## config.mk

```make
export PLATFORM = sky130hd
export DESIGN_NAME = memory_initiator_flat
export DESIGN_NICKNAME = d
export VERILOG_FILES = /design/src/rtl/memory_initiator_if.sv /design/src/rtl/memory_initiator.sv /design/src/flat_wrapper.sv
export SDC_FILE = /design/constraint.sdc
export NUM_CORES = 1
export LEC_CHECK = 0
export BUFFER_PORTS_ARGS = -buffer_cell sky130_fd_sc_hd__buf_4
export CAP_MARGIN = 20
export CORE_AREA = 2 2 60 85
export DETAILED_ROUTE_END_ITERATION = 10
export DIE_AREA = 0 0 62 87
export PLACE_DENSITY_LB_ADDON = 0.15
export SLEW_MARGIN = 20
export SYNTH_ARGS = -nofsm -noshare
export SYNTH_HDL_FRONTEND = slang
export SYNTH_SLANG_ARGS = --single-unit
```

## constraint.sdc

```tcl
create_clock -name clk -period 2.3 [get_ports clk]
set_clock_uncertainty 0.05 [all_clocks]
set_input_delay 0.23 -clock clk [delete_from_list [all_inputs] [get_ports clk]]
set_output_delay 0.23 -clock clk [all_outputs]
set_load 0.02 [all_outputs]
```

## src/rtl/memory_initiator_if.sv

```systemverilog
// Command, memory-side and response signals of the memory initiator.
// The master modport is the initiator's view; the slave modport is the
// view of whatever drives commands, answers as the responder and takes
// responses.
interface memory_initiator_if #(
    parameter int ADDR_WIDTH = 12,
    parameter int DATA_WIDTH = 16
);
    // Command channel
    logic                  cmdValid;
    logic                  cmdReady;
    logic [ADDR_WIDTH-1:0] cmdAddress;
    logic [DATA_WIDTH-1:0] cmdWdata;
    logic                  cmdWnR;
    // Memory responder side
    logic [ADDR_WIDTH-1:0] outputAddress;
    logic [DATA_WIDTH-1:0] outputWdata;
    logic                  outputWnR;
    logic                  outputSelect;
    logic [DATA_WIDTH-1:0] inputRdata;
    logic                  inputValid;
    // Response channel
    logic                  rspValid;
    logic                  rspReady;
    logic [DATA_WIDTH-1:0] rspRdata;
    logic                  rspError;

    modport master (
        input  cmdValid, cmdAddress, cmdWdata, cmdWnR,
        output cmdReady,
        output outputAddress, outputWdata, outputWnR, outputSelect,
        input  inputRdata, inputValid,
        output rspValid, rspRdata, rspError,
        input  rspReady
    );

    modport slave (
        output cmdValid, cmdAddress, cmdWdata, cmdWnR,
        input  cmdReady,
        input  outputAddress, outputWdata, outputWnR, outputSelect,
        output inputRdata, inputValid,
        input  rspValid, rspRdata, rspError,
        output rspReady
    );
endinterface

```

## src/rtl/memory_initiator.sv

```systemverilog
// Single-outstanding bus initiator for the select/valid memory interface.
// Takes one command, raises select until the responder's valid pulse (or
// a timeout), then holds the response until it is consumed. Every output
// comes straight from a register.
module memory_initiator #(
    parameter int ADDR_WIDTH = 12,
    parameter int DATA_WIDTH = 16,
    parameter int TIMEOUT    = 15
) (
    input  logic                clk,
    input  logic                rst,
    memory_initiator_if.master  bus
);

    // Counter wide enough to hold TIMEOUT; at least one bit when disabled.
    localparam int CW = (TIMEOUT < 1) ? 1 : $clog2(TIMEOUT + 1);
    localparam logic [CW-1:0] TO_LIMIT = CW'(TIMEOUT);

    typedef enum logic [1:0] {
        ST_IDLE = 2'd0,
        ST_REQ  = 2'd1,
        ST_RSP  = 2'd2
    } state_t;

    state_t                state_q,     state_d;
    logic [CW-1:0]         cnt_q,       cnt_d;
    logic                  cmd_ready_q, cmd_ready_d;
    logic                  sel_q,       sel_d;
    logic [ADDR_WIDTH-1:0] addr_q,      addr_d;
    logic [DATA_WIDTH-1:0] wdata_q,     wdata_d;
    logic                  wnr_q,       wnr_d;
    logic                  rsp_valid_q, rsp_valid_d;
    logic [DATA_WIDTH-1:0] rsp_rdata_q, rsp_rdata_d;
    logic                  rsp_error_q, rsp_error_d;

    // State register and all registered outputs; reset abandons any transaction.
    always_ff @(posedge clk) begin
        if (rst) begin
            state_q     <= ST_IDLE;
            cnt_q       <= '0;
            cmd_ready_q <= 1'b1;
            sel_q       <= 1'b0;
            addr_q      <= '0;
            wdata_q     <= '0;
            wnr_q       <= 1'b0;
            rsp_valid_q <= 1'b0;
            rsp_rdata_q <= '0;
            rsp_error_q <= 1'b0;
        end else begin
            state_q     <= state_d;
            cnt_q       <= cnt_d;
            cmd_ready_q <= cmd_ready_d;
            sel_q       <= sel_d;
            addr_q      <= addr_d;
            wdata_q     <= wdata_d;
            wnr_q       <= wnr_d;
            rsp_valid_q <= rsp_valid_d;
            rsp_rdata_q <= rsp_rdata_d;
            rsp_error_q <= rsp_error_d;
        end
    end

    // Next-state and next-output logic; everything holds unless a state acts.
    always_comb begin
        state_d     = state_q;
        cnt_d       = cnt_q;
        sel_d       = sel_q;
        addr_d      = addr_q;
        wdata_d     = wdata_q;
        wnr_d       = wnr_q;
        rsp_valid_d = rsp_valid_q;
        rsp_rdata_d = rsp_rdata_q;
        rsp_error_d = rsp_error_q;

        case (state_q)
            ST_IDLE: begin
                if (bus.cmdValid && cmd_ready_q) begin
                    addr_d  = bus.cmdAddress;
                    wdata_d = bus.cmdWdata;
                    wnr_d   = bus.cmdWnR;
                    sel_d   = 1'b1;
                    cnt_d   = '0;
                    state_d = ST_REQ;
                end
            end
            ST_REQ: begin
                // Completion beats a simultaneous timeout. Select drops on the
                // same edge so the responder never sees a second access.
                if (bus.inputValid) begin
                    rsp_rdata_d = wnr_q ? '0 : bus.inputRdata;
                    rsp_error_d = 1'b0;
                    rsp_valid_d = 1'b1;
                    sel_d       = 1'b0;
                    state_d     = ST_RSP;
                end else if ((TIMEOUT != 0) && (cnt_q == TO_LIMIT)) begin
                    rsp_rdata_d = '0;
                    rsp_error_d = 1'b1;
                    rsp_valid_d = 1'b1;
                    sel_d       = 1'b0;
                    state_d     = ST_RSP;
                end else begin
                    cnt_d = cnt_q + CW'(1);
                end
            end
            ST_RSP: begin
                if (bus.rspReady) begin
                    rsp_valid_d = 1'b0;
                    state_d     = ST_IDLE;
                end
            end
            default: begin
                state_d = ST_IDLE;
                sel_d   = 1'b0;
            end
        endcase

        // Ready is registered, so a response handshake can never overlap a
        // command handshake: ready only rises the cycle after leaving RSP.
        cmd_ready_d = (state_d == ST_IDLE);
    end

    assign bus.cmdReady      = cmd_ready_q;
    assign bus.outputSelect  = sel_q;
    assign bus.outputAddress = addr_q;
    assign bus.outputWdata   = wdata_q;
    assign bus.outputWnR     = wnr_q;
    assign bus.rspValid      = rsp_valid_q;
    assign bus.rspRdata      = rsp_rdata_q;
    assign bus.rspError      = rsp_error_q;

endmodule

```

## src/flat_wrapper.sv

```systemverilog
// flat-port wrapper written by rule: the top's interface ports become plain ports
module memory_initiator_flat 
#(
    parameter int ADDR_WIDTH = 12,
    parameter int DATA_WIDTH = 16,
    parameter int TIMEOUT    = 15
)
  (clk, rst, bus_cmdValid, bus_cmdAddress, bus_cmdWdata, bus_cmdWnR, bus_cmdReady, bus_outputAddress, bus_outputWdata, bus_outputWnR, bus_outputSelect, bus_inputRdata, bus_inputValid, bus_rspValid, bus_rspRdata, bus_rspError, bus_rspReady);
  memory_initiator_if #(.ADDR_WIDTH(ADDR_WIDTH), .DATA_WIDTH(DATA_WIDTH)) bus_i ();
  input  logic clk;
  input  logic rst;
  input wire logic [$bits(bus_i.cmdValid)-1:0] bus_cmdValid;
  input wire logic [$bits(bus_i.cmdAddress)-1:0] bus_cmdAddress;
  input wire logic [$bits(bus_i.cmdWdata)-1:0] bus_cmdWdata;
  input wire logic [$bits(bus_i.cmdWnR)-1:0] bus_cmdWnR;
  output wire logic [$bits(bus_i.cmdReady)-1:0] bus_cmdReady;
  output wire logic [$bits(bus_i.outputAddress)-1:0] bus_outputAddress;
  output wire logic [$bits(bus_i.outputWdata)-1:0] bus_outputWdata;
  output wire logic [$bits(bus_i.outputWnR)-1:0] bus_outputWnR;
  output wire logic [$bits(bus_i.outputSelect)-1:0] bus_outputSelect;
  input wire logic [$bits(bus_i.inputRdata)-1:0] bus_inputRdata;
  input wire logic [$bits(bus_i.inputValid)-1:0] bus_inputValid;
  output wire logic [$bits(bus_i.rspValid)-1:0] bus_rspValid;
  output wire logic [$bits(bus_i.rspRdata)-1:0] bus_rspRdata;
  output wire logic [$bits(bus_i.rspError)-1:0] bus_rspError;
  input wire logic [$bits(bus_i.rspReady)-1:0] bus_rspReady;
  assign bus_i.cmdValid = bus_cmdValid;
  assign bus_i.cmdAddress = bus_cmdAddress;
  assign bus_i.cmdWdata = bus_cmdWdata;
  assign bus_i.cmdWnR = bus_cmdWnR;
  assign bus_cmdReady = bus_i.cmdReady;
  assign bus_outputAddress = bus_i.outputAddress;
  assign bus_outputWdata = bus_i.outputWdata;
  assign bus_outputWnR = bus_i.outputWnR;
  assign bus_outputSelect = bus_i.outputSelect;
  assign bus_i.inputRdata = bus_inputRdata;
  assign bus_i.inputValid = bus_inputValid;
  assign bus_rspValid = bus_i.rspValid;
  assign bus_rspRdata = bus_i.rspRdata;
  assign bus_rspError = bus_i.rspError;
  assign bus_i.rspReady = bus_rspReady;
  memory_initiator #(.ADDR_WIDTH(ADDR_WIDTH), .DATA_WIDTH(DATA_WIDTH), .TIMEOUT(TIMEOUT)) u_core (.clk(clk), .rst(rst), .bus(bus_i));
endmodule
```

==> results_dict.tcl, run 1 <==
set metrics [dict create \
    async_flop_share 0 \
    gp_congestion 0.691 \
    yosysTopAreaCell "dfxtp_1" \
    leakage_nw 1.27 \
    pwr-share-clk 0.267 \
    yosysTopAreaCellShare 0.541 \
    required_ns 2.48 \
    dr.pass1.iters 6 \
    switchingPower_w 0.000548 \
    overflow 0 \
    routedWlPerCell_um 12.3 \
    cp-endpoint "u_core.cnt_q[3]" \
    crit_start "u_core.cnt_q[0]" \
    p_seq_frac 0.527 \
    holdCritPathClass "input port to register" \
    final_nets 383 \
    post_synth_num_cell_types 31 \
    endpoint_kind "register" \
    num_vias 1954 \
    hpwl_um 3510 \
    outcome "completed" \
    die_area_sq_um 5390 \
    n_antenna_cell 0 \
    grt_usage 0.189 \
    crit_arrival_ns 1.96 \
    setup_viol 0 \
    fin_crit_sh 0.774 \
    ant_nets 0 \
    clkSlewWorstSetupHoldPaths_ns 0.09 \
    max_cap_viol_count 0 \
    syn-num-nets 290 \
    cts_tree "yes" \
    final_cell_area_sq_um 2930 \
    ys.flop_type "dfxtp_1" \
    syn_avg_cell_area_sq_um 8.52 \
    rr_startpoint "u_core.cnt_q[0]" \
    crit_type "register to register" \
    die_w_um 62 \
    cts_hold_buf 0 \
    cp-start-kind "register" \
    cts_num_sinks 55 \
    drt-initial-drc-count 55 \
    cts_buffers 5 \
    worstPathMaxFanout 17 \
    syn_inst 239 \
    wl_um 4870 \
    htree_levels 2 \
    hold_viol_final 0 \
    synth_top_cells_by_area "dfxtp_1, nand2_1, a21oi_1" \
    via_per_inst 4.93 \
    grt_max_degree 40 \
    drive_above_1_share 0.355 \
    max_freq_mhz 562 \
    port_buffers 98 \
    ys_seq_elements 55 \
    grt_pass1_vias 1844 \
    yosys-top-cells-count "nand2_1, dfxtp_1, a21oi_1" \
    insertion_delay_ns 0.30 \
    rows 30 \
    ir_drop_uv 514 \
    ys_warn_count 0 \
    die_y_um 87 \
    r2r-end "u_core.cnt_q[3]" \
    root_buffer "clkbuf_8" \
    yosysSeqAreaShare 0.541 \
    fp.coreArea_sq_um 4690 \
    p_sw_frac 0.277 \
    grt_pass1_wl_um 7790 \
    antenna_found_initial 0 \
    yosysMostFrequentCell "nand2_1" \
    initial_core_util 0.434 \
    io_pins 99 \
    rsz0062_at_grt "no" \
    area_growth_pct 43.9 \
    cts_max_path_buffers 2 \
    fin_crit_ns 1.78 \
    cts_resized 0 \
    drv_slew 0 \
    final.setup.tns_ns 0 \
    synth_area_sq_um 2040 \
    powerDensity_nw_per_um2 676 \
    drcViolationCount 0 \
    r2r_setup_slack_ns 0.52 \
    relSlewSlack 0.579 \
    synth-edff-count 0 \
    tightest_slew_ns 0.629 \
    p_comb_frac 0.206 \
    reg2reg_depth 4 \
    p_int_w 0.00143 \
    post-cts-setup-buffers 0 \
    dpl_cell_area_sq_um 2840 \
]
[state kept, by name (all words and copies together) (netlist names)]
| register | cells |
|---|---|
| u_core.bus.rspError | 1 |
| u_core.state_q | 2 |
| u_core.bus.rspValid | 1 |
| u_core.bus.outputWnR | 1 |
| u_core.bus.outputSelect | 1 |
| u_core.bus.outputAddress | 12 |
| u_core.bus.outputWdata | 16 |
| u_core.bus.rspRdata | 16 |
| u_core.bus.cmdReady | 1 |
| u_core.cnt_q | 4 |
[power by group through the flow]
stage,Clock (W),Sequential (W),Combinational [W]
4_1_cts,0.000553,0.00104,0.000414
3_3_place_gp,0,0.00107,0.000407
3_5_place_dp,0,0.00107,0.000413
2_1_floorplan,0,0.00113,0.000153
5_1_grt,0.000585,0.00105,0.000447
6_report,0.000529,0.00104,0.000408
[area by class of cell]
type                       count  area (sq um)
tap                           64          80.1
sequential                    55          1100
clock inverter                 1          5.00
clock buffer                   6          82.6
fill                         437          1760
inverter                       1          3.75
timing repair buffer         105           788
multi-input combinational    164           870
[logic make-up (layout without fill, tap and decap cells)]
family                     count (synthesis)  in the layout  share of synthesized area
and+or+nand+nor                           98             98                      0.219
AOI/OAI and AO/OA                         64             64                      0.187
DFF                                       55             55                      0.541
buffers and inverters                     20            113                     0.0418
adders and majority gates                  1              1                    0.00615
muxes                                      1              1                    0.00492
[cell usage in the layout (no fill, tap or decap)]
| master | synthesis | final |
|---|---|---|
| a211oi_1 | 2 | 2 |
| a211oi_2 | 1 | 1 |
| a21oi_1 | 37 | 37 |
| a22o_1 | 6 | 6 |
| a31o_4 | 1 | 1 |
| a31oi_1 | 1 | 1 |
| a41oi_1 | 1 | 1 |
| and2_0 | 1 | 1 |
| buf_4 | 0 | 105 |
| clkbuf_8 | 0 | 6 |
| clkinv_2 | 0 | 1 |
| dfxtp_1 | 55 | 55 |
| ha_1 | 1 | 1 |
| inv_1 | 1 | 1 |
| mux2i_1 | 1 | 1 |
| nand2_1 | 71 | 71 |
| nand2b_1 | 2 | 2 |
| nand3_1 | 4 | 4 |
| nand3b_1 | 1 | 1 |
| nand4_1 | 10 | 10 |
| nand4bb_1 | 1 | 1 |
| nor2_1 | 1 | 1 |
| nor2b_1 | 1 | 1 |
| nor3b_2 | 0 | 1 |
| nor4bb_4 | 0 | 1 |
| o211ai_1 | 2 | 2 |
| o21ai_0 | 12 | 12 |
| o31ai_1 | 1 | 1 |
| or3_1 | 2 | 2 |
| or3b_2 | 1 | 1 |
| or4_4 | 1 | 1 |
[how the worst min path moves through the flow]
stage                                            from                     endpoint  slack [ns]  depth (start not counted)
final                              bus_inputRdata[12]      u_core.bus.rspRdata[12]        0.09                          2
after detailed placement   u_core.bus.outputWdata[15]   u_core.bus.outputWdata[15]        0.40                          2
after floorplan                        bus_inputValid          u_core.bus.rspError        0.28                          1
after global routing               bus_inputRdata[11]      u_core.bus.rspRdata[11]        0.08                          2
after global placement    u_core.bus.outputAddress[9]  u_core.bus.outputAddress[9]        0.39                          2
after CTS                          bus_inputRdata[12]      u_core.bus.rspRdata[12]        0.08                          2
[metrics by stage]
stage	setup WS, ns	hold slack [ns]	instances	util	total power, W
2_1_floorplan	0.653	0.279	239	-	0.00128
3_3_place_gp	0.445	0.393	389	0.605	0.00147
3_5_place_dp	0.367	0.397	389	0.605	0.00148
4_1_cts	0.362	0.0803	396	0.623	0.00201
5_1_grt	0.399	0.0770	396	0.625	0.00208
6_report	0.519	0.0889	396	0.625	0.00198
[layer usage]
layer / routed length, um / global-route usage / vias to the layer above
met4: 90 / 0.0812 / 0
met3: 277 / 0.0401 / 7
met5: 0 / 0 / -
met1: 1950 / 0.204 / 889
met2: 2550 / 0.339 / 58
li1: - / - / 1000
[worst max-delay path, stage by stage (launching register included)]
cell and delay, ns:
dfxtp_1 0.34, ha_1 0.25, a31o_4 0.33, or4_4 0.53, a211oi_2 0.22
(Power assumes the default switching activity.)
==> inputs of run 2 (changes only) <==
--- a/config.mk
+++ b/config.mk
@@ -7,9 +7,9 @@
 export LEC_CHECK = 0
 export BUFFER_PORTS_ARGS = -buffer_cell sky130_fd_sc_hd__buf_4
 export CAP_MARGIN = 20
-export CORE_AREA = 2 2 60 85
+export CORE_AREA = 2 2 63 89
 export DETAILED_ROUTE_END_ITERATION = 10
-export DIE_AREA = 0 0 62 87
+export DIE_AREA = 0 0 65 91
 export PLACE_DENSITY_LB_ADDON = 0.15
 export SLEW_MARGIN = 20
 export SYNTH_ARGS = -nofsm -noshare
==> constraint.sdc (replaced) <==
create_clock -name clk -period 1.5 [get_ports clk]
set_clock_uncertainty 0.05 [all_clocks]
set_input_delay 0.15 -clock clk [delete_from_list [all_inputs] [get_ports clk]]
set_output_delay 0.15 -clock clk [all_outputs]
set_load 0.02 [all_outputs]
==> results_dict.tcl, run 2 (synthesized netlist as in run 1, its figures left out) <==
set metrics [dict create \
    drt-initial-drc-count 127 \
    dr.pass1.iters 4 \
    final_cell_area_sq_um 3110 \
    gp_congestion 0.748 \
    hpwl_um 3600 \
    relSlewSlack 0.705 \
    final_nets 396 \
    dpl_cell_area_sq_um 2920 \
    max_freq_mhz 669 \
    area_growth_pct 52.7 \
    final_common_cell "buf_4" \
    root_buffer "clkbuf_8" \
    cts_num_sinks 55 \
    antenna_found_initial 0 \
    routedWlPerCell_um 12.5 \
    pwr-share-clk 0.304 \
    switchingPower_w 0.000856 \
    r2r-end "u_core.cnt_q[3]" \
    hold_viol_final 0 \
    n_antenna_cell 0 \
    powerDensity_nw_per_um2 1050 \
    rsz0062_at_grt "yes" \
    tightest_slew_ns 0.442 \
    fin_cells 412 \
    endpoint_kind "register" \
    holdCritPathClass "input port to register" \
    cp-start-kind "register" \
    grt_usage 0.175 \
    rows 31 \
    p_comb_frac 0.206 \
    required_ns 1.69 \
    insertion_delay_ns 0.30 \
    p_sw_frac 0.262 \
    cp-endpoint "u_core.cnt_q[3]" \
    grt_pass1_vias 1819 \
    max_cap_viol_count 0 \
    initial_core_util 0.401 \
    ant_nets 0 \
    leakage_nw 1.35 \
    drv_slew 0 \
    p_int_w 0.00241 \
    r2r_setup_slack_ns 0.006 \
    die_w_um 65 \
    setup_viol 0 \
    reg2reg_depth 4 \
    ir_drop_uv 645 \
    place_inst 398 \
    port_buffers 98 \
    via_per_inst 4.86 \
    cts_tree "yes" \
    crit_arrival_ns 1.68 \
    p_seq_frac 0.490 \
    fin_crit_ns 1.49 \
    grt_max_degree 34 \
    final.setup.tns_ns 0 \
    num_vias 2002 \
    htree_levels 2 \
    mostFrequentLayoutCells "buf_4, nand2_1, dfxtp_1" \
    drcViolationCount 0 \
    cts_max_path_buffers 2 \
    outcome "completed" \
    fp.coreArea_sq_um 5080 \
    overflow 0 \
    rr_startpoint "u_core.cnt_q[0]" \
    fin_crit_sh 0.996 \
    wl_um 5140 \
    io_pins 99 \
    cts_buffers 5 \
    grt_pass1_wl_um 8140 \
    worstPathMaxFanout 6 \
    crit_type "register to register" \
    die_area_sq_um 5920 \
    die_y_um 91 \
    drive_above_1_share 0.376 \
    clkSlewWorstSetupHoldPaths_ns 0.09 \
    crit_start "u_core.cnt_q[0]" \
]
## run 2: worst min path at each step
| stage | from | end | cells after the start |
|---|---|---|---|
| final | bus_inputRdata[10] | u_core.bus.rspRdata[10] | 2 |
| after global routing | bus_inputRdata[13] | u_core.bus.rspRdata[13] | 2 |
| after CTS | bus_inputValid | u_core.bus.rspError | 2 |
| after detailed placement | bus_inputRdata[14] | u_core.bus.rspRdata[14] | 2 |
| after global placement | bus_inputRdata[12] | u_core.bus.rspRdata[12] | 2 |
| after floorplan | bus_inputValid | u_core.bus.rspError | 1 |
## run 2: worst max-delay path: stages, from the launching register on
cell and delay [ns]:
dfxtp_1 0.35, ha_4 0.18, a31o_4 0.26, or4_4 0.41, a211oi_2 0.18
## run 2: through the flow
stage          setup WS, ns  power, W   util  hold WS, ns
2_1_floorplan        0.0600   0.00196      -        0.199
3_3_place_gp         0.0311   0.00229  0.575        0.321
3_5_place_dp        0.00535   0.00230  0.575        0.320
4_1_cts             0.00280   0.00330  0.605      0.00347
5_1_grt             -0.0500   0.00344  0.612      0.00699
6_report            0.00606   0.00327  0.612       0.0123
## run 2: final cells by class
type	instances	area (sq um)
Fill cell	501	1970
Inverter	1	3.75
Clock buffer	6	82.6
Tap cell	66	82.6
Clock inverter	2	35.0
Sequential cell	55	1100
Timing Repair Buffer	118	921
Multi-Input combinational cell	164	882
## run 2: repair_timing
action	4_1_cts	5_1_grt
pin swaps	1	0
hold buffers	1	3
gates resized for setup	2	1
endpoints found under the setup margin	1	6
hold endpoints to repair	1	3
setup buffers	2	0
## run 2: metal layers
metal	vias up	share of wire	global-route usage
met3	4	0.066	0.0496
li1	1030	-	-
met2	61	0.50	0.297
met1	907	0.42	0.203
met5	-	0	0
met4	0	0.0070	0.0691
## run 2: power by group through the flow
stage | Clock, W | Sequential (W) | Combinational [W]
final | 0.000992 | 0.00160 | 0.000674
after global routing | 0.00110 | 0.00161 | 0.000733
after CTS | 0.00102 | 0.00160 | 0.000677
after detailed placement | 0 | 0.00163 | 0.000671
after global placement | 0 | 0.00163 | 0.000664
after floorplan | 0 | 0.00173 | 0.000235
